[config.mk]
export PLATFORM = sky130hd
export DESIGN_NAME = usb_tx_sequencer
export DESIGN_NICKNAME = d
export VERILOG_FILES = /design/src/rtl/usb_tx_sequencer_pkg.sv /design/src/rtl/usb_tx_sequencer_crc16.sv /design/src/rtl/usb_tx_sequencer.sv
export SDC_FILE = /design/constraint.sdc
export NUM_CORES = 1
export LEC_CHECK = 0
export ABC_CLOCK_PERIOD_IN_PS = 6400
export CORE_MARGIN = 3
export CORE_UTILIZATION = 55
export CTS_CLUSTER_DIAMETER = 60
export DETAILED_ROUTE_END_ITERATION = 10
export GPL_ROUTABILITY_DRIVEN = 0
export PLACE_DENSITY = 0.88
export SLEW_MARGIN = 20
export SYNTH_ARGS = -nofsm -noshare
export SYNTH_HDL_FRONTEND = slang
export SYNTH_HIERARCHICAL = 1
export SYNTH_SLANG_ARGS = --single-unit
[constraint.sdc]
create_clock -name clk -period 6.4 [get_ports clk]
set_input_delay 1.28 -clock clk [delete_from_list [all_inputs] [get_ports clk]]
set_output_delay 1.28 -clock clk [all_outputs]
set_load 0.01 [all_outputs]
[src/rtl/usb_tx_sequencer_pkg.sv]
// Shared types and constants for the USB transmit path.
//   pid_t        : 4-bit packet identifiers used by the sequencer.
//   seq_state_t  : packet sequencer states.
//   CRC16_*      : CRC-16/USB constants (reflected polynomial, LSB-first).
//   pid_byte()   : builds the on-wire PID byte {~pid, pid}.
package usb_tx_sequencer_pkg;

  typedef enum logic [3:0] {
    PID_ACK   = 4'b0010,
    PID_NAK   = 4'b1010,
    PID_STALL = 4'b1110,
    PID_DATA0 = 4'b0011,
    PID_DATA1 = 4'b1011
  } pid_t;

  typedef enum logic [2:0] {
    ST_IDLE,
    ST_SYNC,
    ST_DATA,
    ST_CRC_LO,
    ST_CRC_HI,
    ST_LAST,
    ST_GAP
  } seq_state_t;

  localparam logic [15:0] CRC16_POLY     = 16'hA001;
  localparam logic [15:0] CRC16_INIT     = 16'hFFFF;
  // Register value left after a good payload+CRC has been folded in.
  localparam logic [15:0] CRC16_RESIDUAL = 16'hB001;

  function automatic logic [7:0] pid_byte(input logic [3:0] pid);
    return {~pid, pid};
  endfunction

endpackage

[src/rtl/usb_tx_sequencer_crc16.sv]
// usb_crc16: byte-wise combinational CRC-16/USB update.
//   crc_in  [15:0] : current CRC register
//   data_in [7:0]  : byte to fold in, processed LSB first
//   crc_out [15:0] : updated CRC register
module usb_crc16
  import usb_tx_sequencer_pkg::*;
(
  input  logic [15:0] crc_in,
  input  logic [7:0]  data_in,
  output logic [15:0] crc_out
);

  logic [15:0] c;

  always_comb begin
    c = crc_in ^ {8'h00, data_in};
    for (int unsigned i = 0; i < 8; i++) begin
      c = c[0] ? ((c >> 1) ^ CRC16_POLY) : (c >> 1);
    end
    crc_out = c;
  end

endmodule

[src/rtl/usb_tx_sequencer.sv]
// usb_tx_sequencer: packet-level controller for the byte-serial USB transmitter.
// Arbitrates handshake vs data requests (handshake wins), streams
// PID | payload | CRC16 to usb_tx, then holds an inter-packet gap.
// Ports:
//   clk, reset        : clock, synchronous active-high reset
//   hs_req/hs_pid     : handshake request (level) and its PID
//   hs_done           : one-cycle pulse when the handshake packet and gap are complete
//   dat_req/dat_pid   : data request (level) and DATA0/DATA1 PID
//   dat_len           : payload length, sampled at grant, clamped to MAX_LEN
//   dat_done          : one-cycle pulse when the data packet and gap are complete
//   rd_addr/rd_data   : payload buffer port, 1-cycle read latency
//   tx_data/tx_valid  : byte stream to usb_tx
//   tx_ready          : usb_tx accept pulse
//   busy              : high whenever not idle
module usb_tx_sequencer
  import usb_tx_sequencer_pkg::*;
#(
  parameter int unsigned MAX_LEN    = 64,
  parameter int unsigned IPG_CYCLES = 32
) (
  input  logic                         clk,
  input  logic                         reset,
  input  logic                         hs_req,
  input  logic [3:0]                   hs_pid,
  output logic                         hs_done,
  input  logic                         dat_req,
  input  logic [3:0]                   dat_pid,
  input  logic [$clog2(MAX_LEN+1)-1:0] dat_len,
  output logic                         dat_done,
  output logic [$clog2(MAX_LEN)-1:0]   rd_addr,
  input  logic [7:0]                   rd_data,
  output logic [7:0]                   tx_data,
  output logic                         tx_valid,
  input  logic                         tx_ready,
  output logic                         busy
);

  localparam int unsigned ADDR_W = $clog2(MAX_LEN);
  localparam int unsigned LEN_W  = $clog2(MAX_LEN + 1);
  localparam int unsigned GAP_W  = $clog2(IPG_CYCLES + 1);

  seq_state_t        state_q,    state_d;
  pid_t              pid_q,      pid_d;
  logic              is_data_q,  is_data_d;
  logic [LEN_W-1:0]  len_q,      len_d;
  logic [LEN_W-1:0]  cnt_q,      cnt_d;
  logic [GAP_W-1:0]  gap_q,      gap_d;
  logic [15:0]       crc_q,      crc_d;
  logic [ADDR_W-1:0] rd_addr_q,  rd_addr_d;
  logic [7:0]        tx_data_q,  tx_data_d;
  logic              tx_valid_q, tx_valid_d;
  logic              hs_done_q,  hs_done_d;
  logic              dat_done_q, dat_done_d;
  logic              busy_q,     busy_d;

  logic [15:0]       crc_next;
  logic [LEN_W-1:0]  addr_ext;
  logic              addr_more;

  // CRC is folded over the byte being accepted, i.e. the one currently on tx_data.
  usb_crc16 u_crc (
    .crc_in  (crc_q),
    .data_in (tx_data_q),
    .crc_out (crc_next)
  );

  // rd_addr runs one byte ahead of tx_data so the next byte is already on
  // rd_data when tx_ready arrives; it stops at len-1.
  assign addr_ext  = LEN_W'(rd_addr_q);
  assign addr_more = (addr_ext + LEN_W'(1)) < len_q;

  always_comb begin
    state_d    = state_q;
    pid_d      = pid_q;
    is_data_d  = is_data_q;
    len_d      = len_q;
    cnt_d      = cnt_q;
    gap_d      = gap_q;
    crc_d      = crc_q;
    rd_addr_d  = rd_addr_q;
    tx_data_d  = tx_data_q;
    tx_valid_d = tx_valid_q;
    hs_done_d  = 1'b0;
    dat_done_d = 1'b0;

    case (state_q)
      ST_IDLE: begin
        // The done-pulse cycle is an enforced idle cycle so a requester that
        // drops its level one cycle late is not served twice.
        if (!hs_done_q && !dat_done_q && (hs_req || dat_req)) begin
          state_d    = ST_SYNC;
          tx_valid_d = 1'b1;
          rd_addr_d  = '0;
          crc_d      = CRC16_INIT;
          cnt_d      = '0;
          if (hs_req) begin
            is_data_d = 1'b0;
            pid_d     = pid_t'(hs_pid);
            len_d     = '0;
          end else begin
            is_data_d = 1'b1;
            pid_d     = pid_t'(dat_pid);
            len_d     = (dat_len > LEN_W'(MAX_LEN)) ? LEN_W'(MAX_LEN) : dat_len;
          end
          tx_data_d = pid_byte(pid_d);
        end
      end

      ST_SYNC: begin
        if (tx_ready) begin
          if (!is_data_q) begin
            state_d = ST_LAST;
          end else if (len_q == '0) begin
            state_d   = ST_CRC_LO;
            tx_data_d = ~crc_q[7:0];
          end else begin
            state_d   = ST_DATA;
            tx_data_d = rd_data;
            if (addr_more) rd_addr_d = rd_addr_q + ADDR_W'(1);
          end
        end
      end

      ST_DATA: begin
        if (tx_ready) begin
          crc_d = crc_next;
          cnt_d = cnt_q + LEN_W'(1);
          if (cnt_q == len_q - LEN_W'(1)) begin
            state_d   = ST_CRC_LO;
            tx_data_d = ~crc_next[7:0];
          end else begin
            tx_data_d = rd_data;
            if (addr_more) rd_addr_d = rd_addr_q + ADDR_W'(1);
          end
        end
      end

      ST_CRC_LO: begin
        if (tx_ready) begin
          state_d   = ST_CRC_HI;
          tx_data_d = ~crc_q[15:8];
        end
      end

      ST_CRC_HI: begin
        if (tx_ready) state_d = ST_LAST;
      end

      ST_LAST: begin
        // This tx_ready marks the final byte shifted out; dropping tx_valid signals EOP.
        if (tx_ready) begin
          state_d    = ST_GAP;
          tx_valid_d = 1'b0;
          gap_d      = '0;
        end
      end

      ST_GAP: begin
        if (gap_q == GAP_W'(IPG_CYCLES - 1)) begin
          state_d    = ST_IDLE;
          hs_done_d  = !is_data_q;
          dat_done_d = is_data_q;
        end else begin
          gap_d = gap_q + GAP_W'(1);
        end
      end

      default: state_d = ST_IDLE;
    endcase

    busy_d = (state_d != ST_IDLE);
  end

  always_ff @(posedge clk) begin
    if (reset) begin
      state_q    <= ST_IDLE;
      pid_q      <= PID_ACK;
      is_data_q  <= 1'b0;
      len_q      <= '0;
      cnt_q      <= '0;
      gap_q      <= '0;
      crc_q      <= CRC16_INIT;
      rd_addr_q  <= '0;
      tx_data_q  <= '0;
      tx_valid_q <= 1'b0;
      hs_done_q  <= 1'b0;
      dat_done_q <= 1'b0;
      busy_q     <= 1'b0;
    end else begin
      state_q    <= state_d;
      pid_q      <= pid_d;
      is_data_q  <= is_data_d;
      len_q      <= len_d;
      cnt_q      <= cnt_d;
      gap_q      <= gap_d;
      crc_q      <= crc_d;
      rd_addr_q  <= rd_addr_d;
      tx_data_q  <= tx_data_d;
      tx_valid_q <= tx_valid_d;
      hs_done_q  <= hs_done_d;
      dat_done_q <= dat_done_d;
      busy_q     <= busy_d;
    end
  end

  assign hs_done  = hs_done_q;
  assign dat_done = dat_done_q;
  assign rd_addr  = rd_addr_q;
  assign tx_data  = tx_data_q;
  assign tx_valid = tx_valid_q;
  assign busy     = busy_q;

endmodule

After elaboration in Yosys (flattened, before gate mapping)
Cells that the tools add are included.
Word-level totals
  input port bits: 28
  output and inout port bits: 18
  flip-flop bits (word level): 58
  logic and storage cells: 125
Operators by class
  order comparisons: 2
  bitwise gates (word level): 15
  $add $sub $neg: 5
  equality and inequality tests: 17
  mux-type cells: 53
  reductions and logical operators: 21
Operators by type and width (count)
  $mux W16: 10
  $mux W8: 7
  $mux W6: 9
  $pmux W16 S2: 1
  $pmux W8 S4: 1
  $mux W7: 4
  $mux W3: 9
  $not A2 Y3: 8
  $not A8 Y8: 3
  $pmux W3 S7: 1
  $ne A2 B2 Y1 const B: 9
  $pmux W6 S3: 1
  $xor A16 B8 Y16: 1
  $pmux W7 S2: 1
  $add A6 B1 Y6 const B: 2
  $mux W4: 3
  $pmux W6 S2: 1
  $eq A3 B3 Y1 const B: 3
  $reduce_and A3 Y1: 3
  $add A6 B1 Y7 const B: 1
  $add A7 B1 Y7 const B: 1
  $eq A7 B7 Y1: 1
  $gt A7 B7 Y1 const B: 1
  $logic_not A7 Y1: 1
  other kinds (20): 31

Logic depth before layout (Yosys ltp)
Gate-level depths: netlist of run 1.
  depth after elaboration: 21
  mapped depth: 10
  depth with buffers taken out: 10

Modules after synthesis
Netlist of run 1, hierarchy kept.
Modules (own cells, without submodules)
  usb_tx_sequencer: area each 3390.8 um2, cells each 435, instances 1
  usb_crc16: area each 257.7 um2, cells each 26, instances 1

Worst setup path after synthesis of run 1
Ideal clock, no wire load.
  kind: input -> register
  start: in tx_ready
  end: reg cnt_q[5]
  stages on the path: 9
  library setup time: 0.117 ns
  data arrival time: 2.780 ns
  path slack: 3.503 ns
  data required time: 6.283 ns
  cells stage by stage: clkbuf_2 -> or4bb_1 -> clkbuf_1 -> o31ai_1 -> buf_4 -> nand4_1 -> nor2_1 -> xnor2_1 -> nor2_1
On the way
  cells in the longest elaborated chain, start to end: 2
RTL lines
  start: declaration: line usb_tx_sequencer.sv:34  | input logic tx_ready,
  $ne A2 B2 Y1 (no source line)
  $reduce_and A3 Y1 (no source line)
  end signal: assignment: line usb_tx_sequencer.sv:194  | cnt_q <= cnt_d;
  end: declaration: line usb_tx_sequencer.sv:46  | logic [LEN_W-1:0] cnt_q, cnt_d;
No other way between the ends.
A chain may end at the register's enable or synchronous reset.

==> impl_metrics.ini, run 1 <==
[run_status]
outcome = finished, final reports clean

[detailed_routing]
antenna_left = 0
drtPass1Iterations = 5
drc_errors = 0
routedWlPerCell_um = 17.5
via_per_inst = 6.34
num_vias = 3637
dr.first_iter.drc_count = 311
wl_um = 10100

[critical_path]
r2r-start = state_q[1]
cp-end-kind = register
rrSetupSlack_ps = 3560
crit_type = in2reg
worstReg2RegEnd = cnt_q[1]
cp-start-kind = input port
worstSetupStartpoint = reset
worstPathArrival_ps = 3680
cp-endpoint = tx_valid
crit_fanout = 22
required_ps = 6600
reg2reg_depth = 5

[die]
fp.dieW_um = 87.4
core_area_um2 = 6390
die_h_um = 87.4
die-area_um2 = 7650
initial_core_util = 0.571
ioPinCount = 46
rows = 29

[min_path]
min_path_type = reg2reg

[logic_synthesis]
ys_async_sr_fraction = 0
avgSynthCellArea_um2 = 7.91
netlist.area_leader.share = 0.318
synth_edf_count = 0
syn_area_um2 = 3650
yosysUniqueCellTypes = 58
yosysTopAreaCell = dfxtp_1
synth_area_leaders = dfxtp_1, nand2_1, xnor2_1
ys_seq_area_frac = 0.318
synth-seq-cells = 58
synthCells = 461
ys.flop_type = dfxtp_1
synth_nets = 500
yosys_warnings = 6

[grt]
grt_pass1_wl_um = 16300
overflow = 0
grt_max_degree = 25
antenna_found_initial = 0
track_usage = 0.274
grt_pass1_vias = 3400

[pwr]
p_sw_w = 0.000678
pwr-share-clk = 0.226
power_frac_seq = 0.290
combPwrFrac = 0.485
vdd_drop_max_uv = 210
power.leakage_nw = 1.60
switching_share = 0.399
p_int_w = 0.00102
power.density_nw_per_um2 = 395

[final_layout]
drive_gt1_frac = 0.0744
num_antenna_cells = 0
mostFrequentLayoutCells = nand2_1, dfxtp_1, clkdlybuf4s50_1
final_common_cell = nand2_1
area_growth_pct = 18.1
n_fill_cell = 506
fin_area_um2 = 4310
nets = 531

[job]
maxCapViolations = 0

[timing]
max_slew_margin = 0.372
max_freq_mhz = 288
fin_crit_sh = 0.543
slew_violations = 0
fin_ws_ps = 2930
skew_ps = 11.1
min_period_ps = 3470
rsz0062_at_grt = no
hold_viol = 0
fin_tns_setup_ps = 0
setup_viol = 0
tightest_slew_ps = 943

[clock_network]
cts_resized = 0
clk_pin_slew_ps = 60
clock_path_buffers = 2
cts_setup_buffers = 0
cts_root_buffer = clkbuf_8
cts.sinks = 58
tritoncts = yes
clk_latency_ps = 350
cts_max_level = 3
cts_inserted_buffers = 9
holdBufCountCts = 0

[placed_design]
dp_slack_ps = 2620
portBuffers = 45
place_area_um2 = 4090
dpl.hpwl_um = 7000
## worst min path at each step
| stage | from | endpoint | slack (ps) | cells after the start |
|---|---|---|---|---|
| final | tx_valid | tx_valid | 460 | 2 |
| after global routing | tx_valid | tx_valid | 480 | 2 |
| after CTS | tx_valid | tx_valid | 460 | 2 |
| after detailed placement | tx_valid | tx_valid | 450 | 2 |
| after global placement | tx_valid | tx_valid | 440 | 2 |
| after floorplan | len_q[1] | len_q[1] | 450 | 2 |
## sequential cells by signal, indices dropped and copies added (netlist names), 3 cells and up
name and count:
cnt_q 7, crc_q 16, gap_q 6, len_q 7, rd_addr 6, state_q 3
tx_data 8
## through the flow
stage | instances | hold WS, ps | utilization | total power, W
2_1_floorplan | 461 | 445 | - | 0.00110
3_3_place_gp | 558 | 444 | 0.640 | 0.00127
3_5_place_dp | 558 | 447 | 0.640 | 0.00130
4_1_cts | 574 | 456 | 0.675 | 0.00168
5_1_grt | 574 | 479 | 0.675 | 0.00179
6_report | 574 | 456 | 0.675 | 0.00170
## synthesized netlist by cell type (all sizes together) (2+ instances only)
library cell,number
nand2,75
dfxtp,58
nor2,41
a21oi,27
nand3,27
xnor2,25
o21ai,22
clkbuf,18
xor2,18
inv,16
o2111ai,12
ha,11
mux2i,11
buf,9
nor3,9
o211ai,8
o22ai,8
nand4,6
or2,6
mux2,4
o21a,4
o31ai,4
a211oi,3
a21o,3
a221o,3
a311oi,3
and2,3
and3,3
a22oi,2
a31oi,2
a32oi,2
clkinv,2
nor3b,2
xnor3,2
## power by group through the flow
stage	logic (W)	clock network [W]	registers, W
after CTS	0.000807	0.000384	0.000489
after global placement	0.000779	0	0.000493
final	0.000824	0.000383	0.000492
after detailed placement	0.000800	0	0.000495
after floorplan	0.000619	0	0.000477
after global routing	0.000884	0.000403	0.000500
## critical path, cell delays in order
cell             delay, ps
clkdlybuf4s50_1       1050
clkinv_1               780
o31ai_1                400
o22ai_1                160
## kinds of logic after synthesis
logic type,count (synthesis),synth area share
adders and majority gates,11,0.0377
and+or+nand+nor,179,0.225
DFF,58,0.318
muxes,15,0.0425
xor gates and xnor gates,45,0.118
AOI/OAI and AO/OA,108,0.206
buffers and inverters,45,0.0532
## per-layer routing
layer	GRT usage	routed length, um
met1	0.338	4060
met3	0.0643	936
met5	0	0
met2	0.439	4760
met4	0.146	309
## layout make-up
class	count	area, um2	area share
Clock buffer	11	141	0.0328
Sequential cell	58	1160	0.270
Timing Repair Buffer	47	465	0.108
Multi-Input combinational cell	358	2300	0.534
Tap cell	77	96.3	0.0224
Clock inverter	5	77.6	0.0180
Inverter	18	67.6	0.0157
Note: power is estimated with default switching activity, not from simulation.
==> run 2, diff against run 1 <==
Settings changed: ABC_CLOCK_PERIOD_IN_PS 6400 to 3200.
Clock period 6.4 ns to 3.2 ns, I/O delays scaled along.
==> run 2 against run 1 <==
- first-iteration DRC count is 7.1% higher
- clock skew is 2.9 ps lower
- cell count is 1.4% higher
- non-clock buffer count is 9 higher
- wire length is 0.59% lower
- sequential power is 96% higher
- clock-buffer cell count is 1 higher
- largest cell class unchanged
==> impl_metrics.ini, run 2 (synthesis gave the netlist of run 1 again) <==
[timing]
fin_tns_setup_ps = 0
max_freq_mhz = 373
fin_crit_sh = 0.837
tightest_slew_ps = 1000
skew_ps = 8.20
hold_viol = 0
max_slew_margin = 0.333
slew_violations = 0
rsz0062_at_grt = no
setup_viol = 0
min_period_ps = 2680

[critical_path]
r2r-start = state_q[0]
worstReg2RegEnd = tx_data[5]
cp-endpoint = tx_data[5]
required_ps = 3420
cp-end-kind = register
reg2reg_depth = 6
crit_fanout = 17
worstSetupStartpoint = state_q[0]
worstPathArrival_ps = 2900
rrSetupSlack_ps = 520
crit_type = reg2reg
cp-start-kind = register

[grt]
grt_pass1_vias = 3441
overflow = 0
grt_pass1_wl_um = 16200
grt_max_degree = 24
track_usage = 0.269
antenna_found_initial = 0

[die]
ioPinCount = 46
rows = 29
initial_core_util = 0.571
fp.dieW_um = 87.4
die_h_um = 87.4
core_area_um2 = 6390
die-area_um2 = 7650

[final_layout]
regMostFlops = crc_q
post_layout_nonfiller_instances = 582
mostFrequentLayoutCells = nand2_1, dfxtp_1, clkdlybuf4s50_1
area_growth_pct = 18.6
final_common_cell = nand2_1
largest_register_ffs = 16
num_antenna_cells = 0
drive_gt1_frac = 0.0891
nets = 540

[placed_design]
dp.cells = 567
dpl.hpwl_um = 7150
portBuffers = 45

[pwr]
power.density_nw_per_um2 = 755
power.leakage_nw = 1.63
vdd_drop_max_uv = 490

[detailed_routing]
dr.first_iter.drc_count = 333
routedWlPerCell_um = 17.2
wl_um = 10000
num_vias = 3630
antenna_left = 0
drtPass1Iterations = 5
via_per_inst = 6.24
drc_errors = 0

[clock_network]
cts_max_level = 3
clock_path_buffers = 2
cts_root_buffer = clkbuf_8
clk_latency_ps = 340
clk_pin_slew_ps = 70
cts.sinks = 58
cts_resized = 0
cts_setup_buffers = 0
holdBufCountCts = 0
cts_inserted_buffers = 9
tritoncts = yes

[min_path]
min_path_type = reg2reg

[job]
maxCapViolations = 0

[run_status]
outcome = finished, final reports clean
-- run 2: worst min path at each step --
stage               slack (ps)        to     start  depth (start not counted)
finish                     450  tx_valid  tx_valid                          2
global route               470  tx_valid  tx_valid                          2
CTS                        450  tx_valid  tx_valid                          2
detailed placement         440  tx_valid  tx_valid                          2
global placement           440  tx_valid  tx_valid                          2
floorplan                  450  len_q[1]  len_q[1]                          2
-- run 2: through the flow --
step | cell area (um2) | total power [W] | setup WS [ps] | hold slack, ps | util
2_1_floorplan | 3650 | 0.00219 | 845 | 445 | -
3_3_place_gp | 4160 | 0.00257 | 404 | 437 | 0.651
3_5_place_dp | 4160 | 0.00263 | 324 | 443 | 0.651
4_1_cts | 4330 | 0.00323 | 611 | 453 | 0.678
5_1_grt | 4330 | 0.00344 | 365 | 473 | 0.678
6_report | 4330 | 0.00326 | 520 | 452 | 0.678
-- run 2: area by class of cell --
| class | instances | area, um2 |
|---|---|---|
| timing repair buffer | 56 | 533 |
| clock inverter | 3 | 15.0 |
| clock buffer | 12 | 155 |
| fill | 502 | 2060 |
| sequential | 58 | 1160 |
| inverter | 18 | 67.6 |
| tap | 77 | 96.3 |
| multi-input combinational | 358 | 2300 |
-- run 2: critical path, stage by stage, from the launching register on --
cell       delay [ps]
dfxtp_1           500
or4_4             650
o22a_1            260
nor2_1            540
a311oi_1          300
o2111ai_1         190
o211ai_1          120
-- run 2: report_power, final --
group | leakage (nW) | total, W | switching (W) | internal, W
Sequential | 0.473 | 0.000963 | 0.000132 | 0.000830
Clock | 0.0920 | 0.000599 | 0.000284 | 0.000315
Combinational | 1.06 | 0.00170 | 0.000928 | 0.000775
Total | 1.63 | 0.00326 | 0.00134 | 0.00192
-- run 2: routing by layer --
metal / track usage / vias to the layer above / share of wire / wire length, um
li1: - / 1711 / - / -
met1: 0.343 / 1671 / 0.41 / 4090
met2: 0.429 / 216 / 0.48 / 4770
met3: 0.0615 / 32 / 0.084 / 840
met4: 0.127 / 0 / 0.030 / 303
met5: 0 / - / 0 / 0
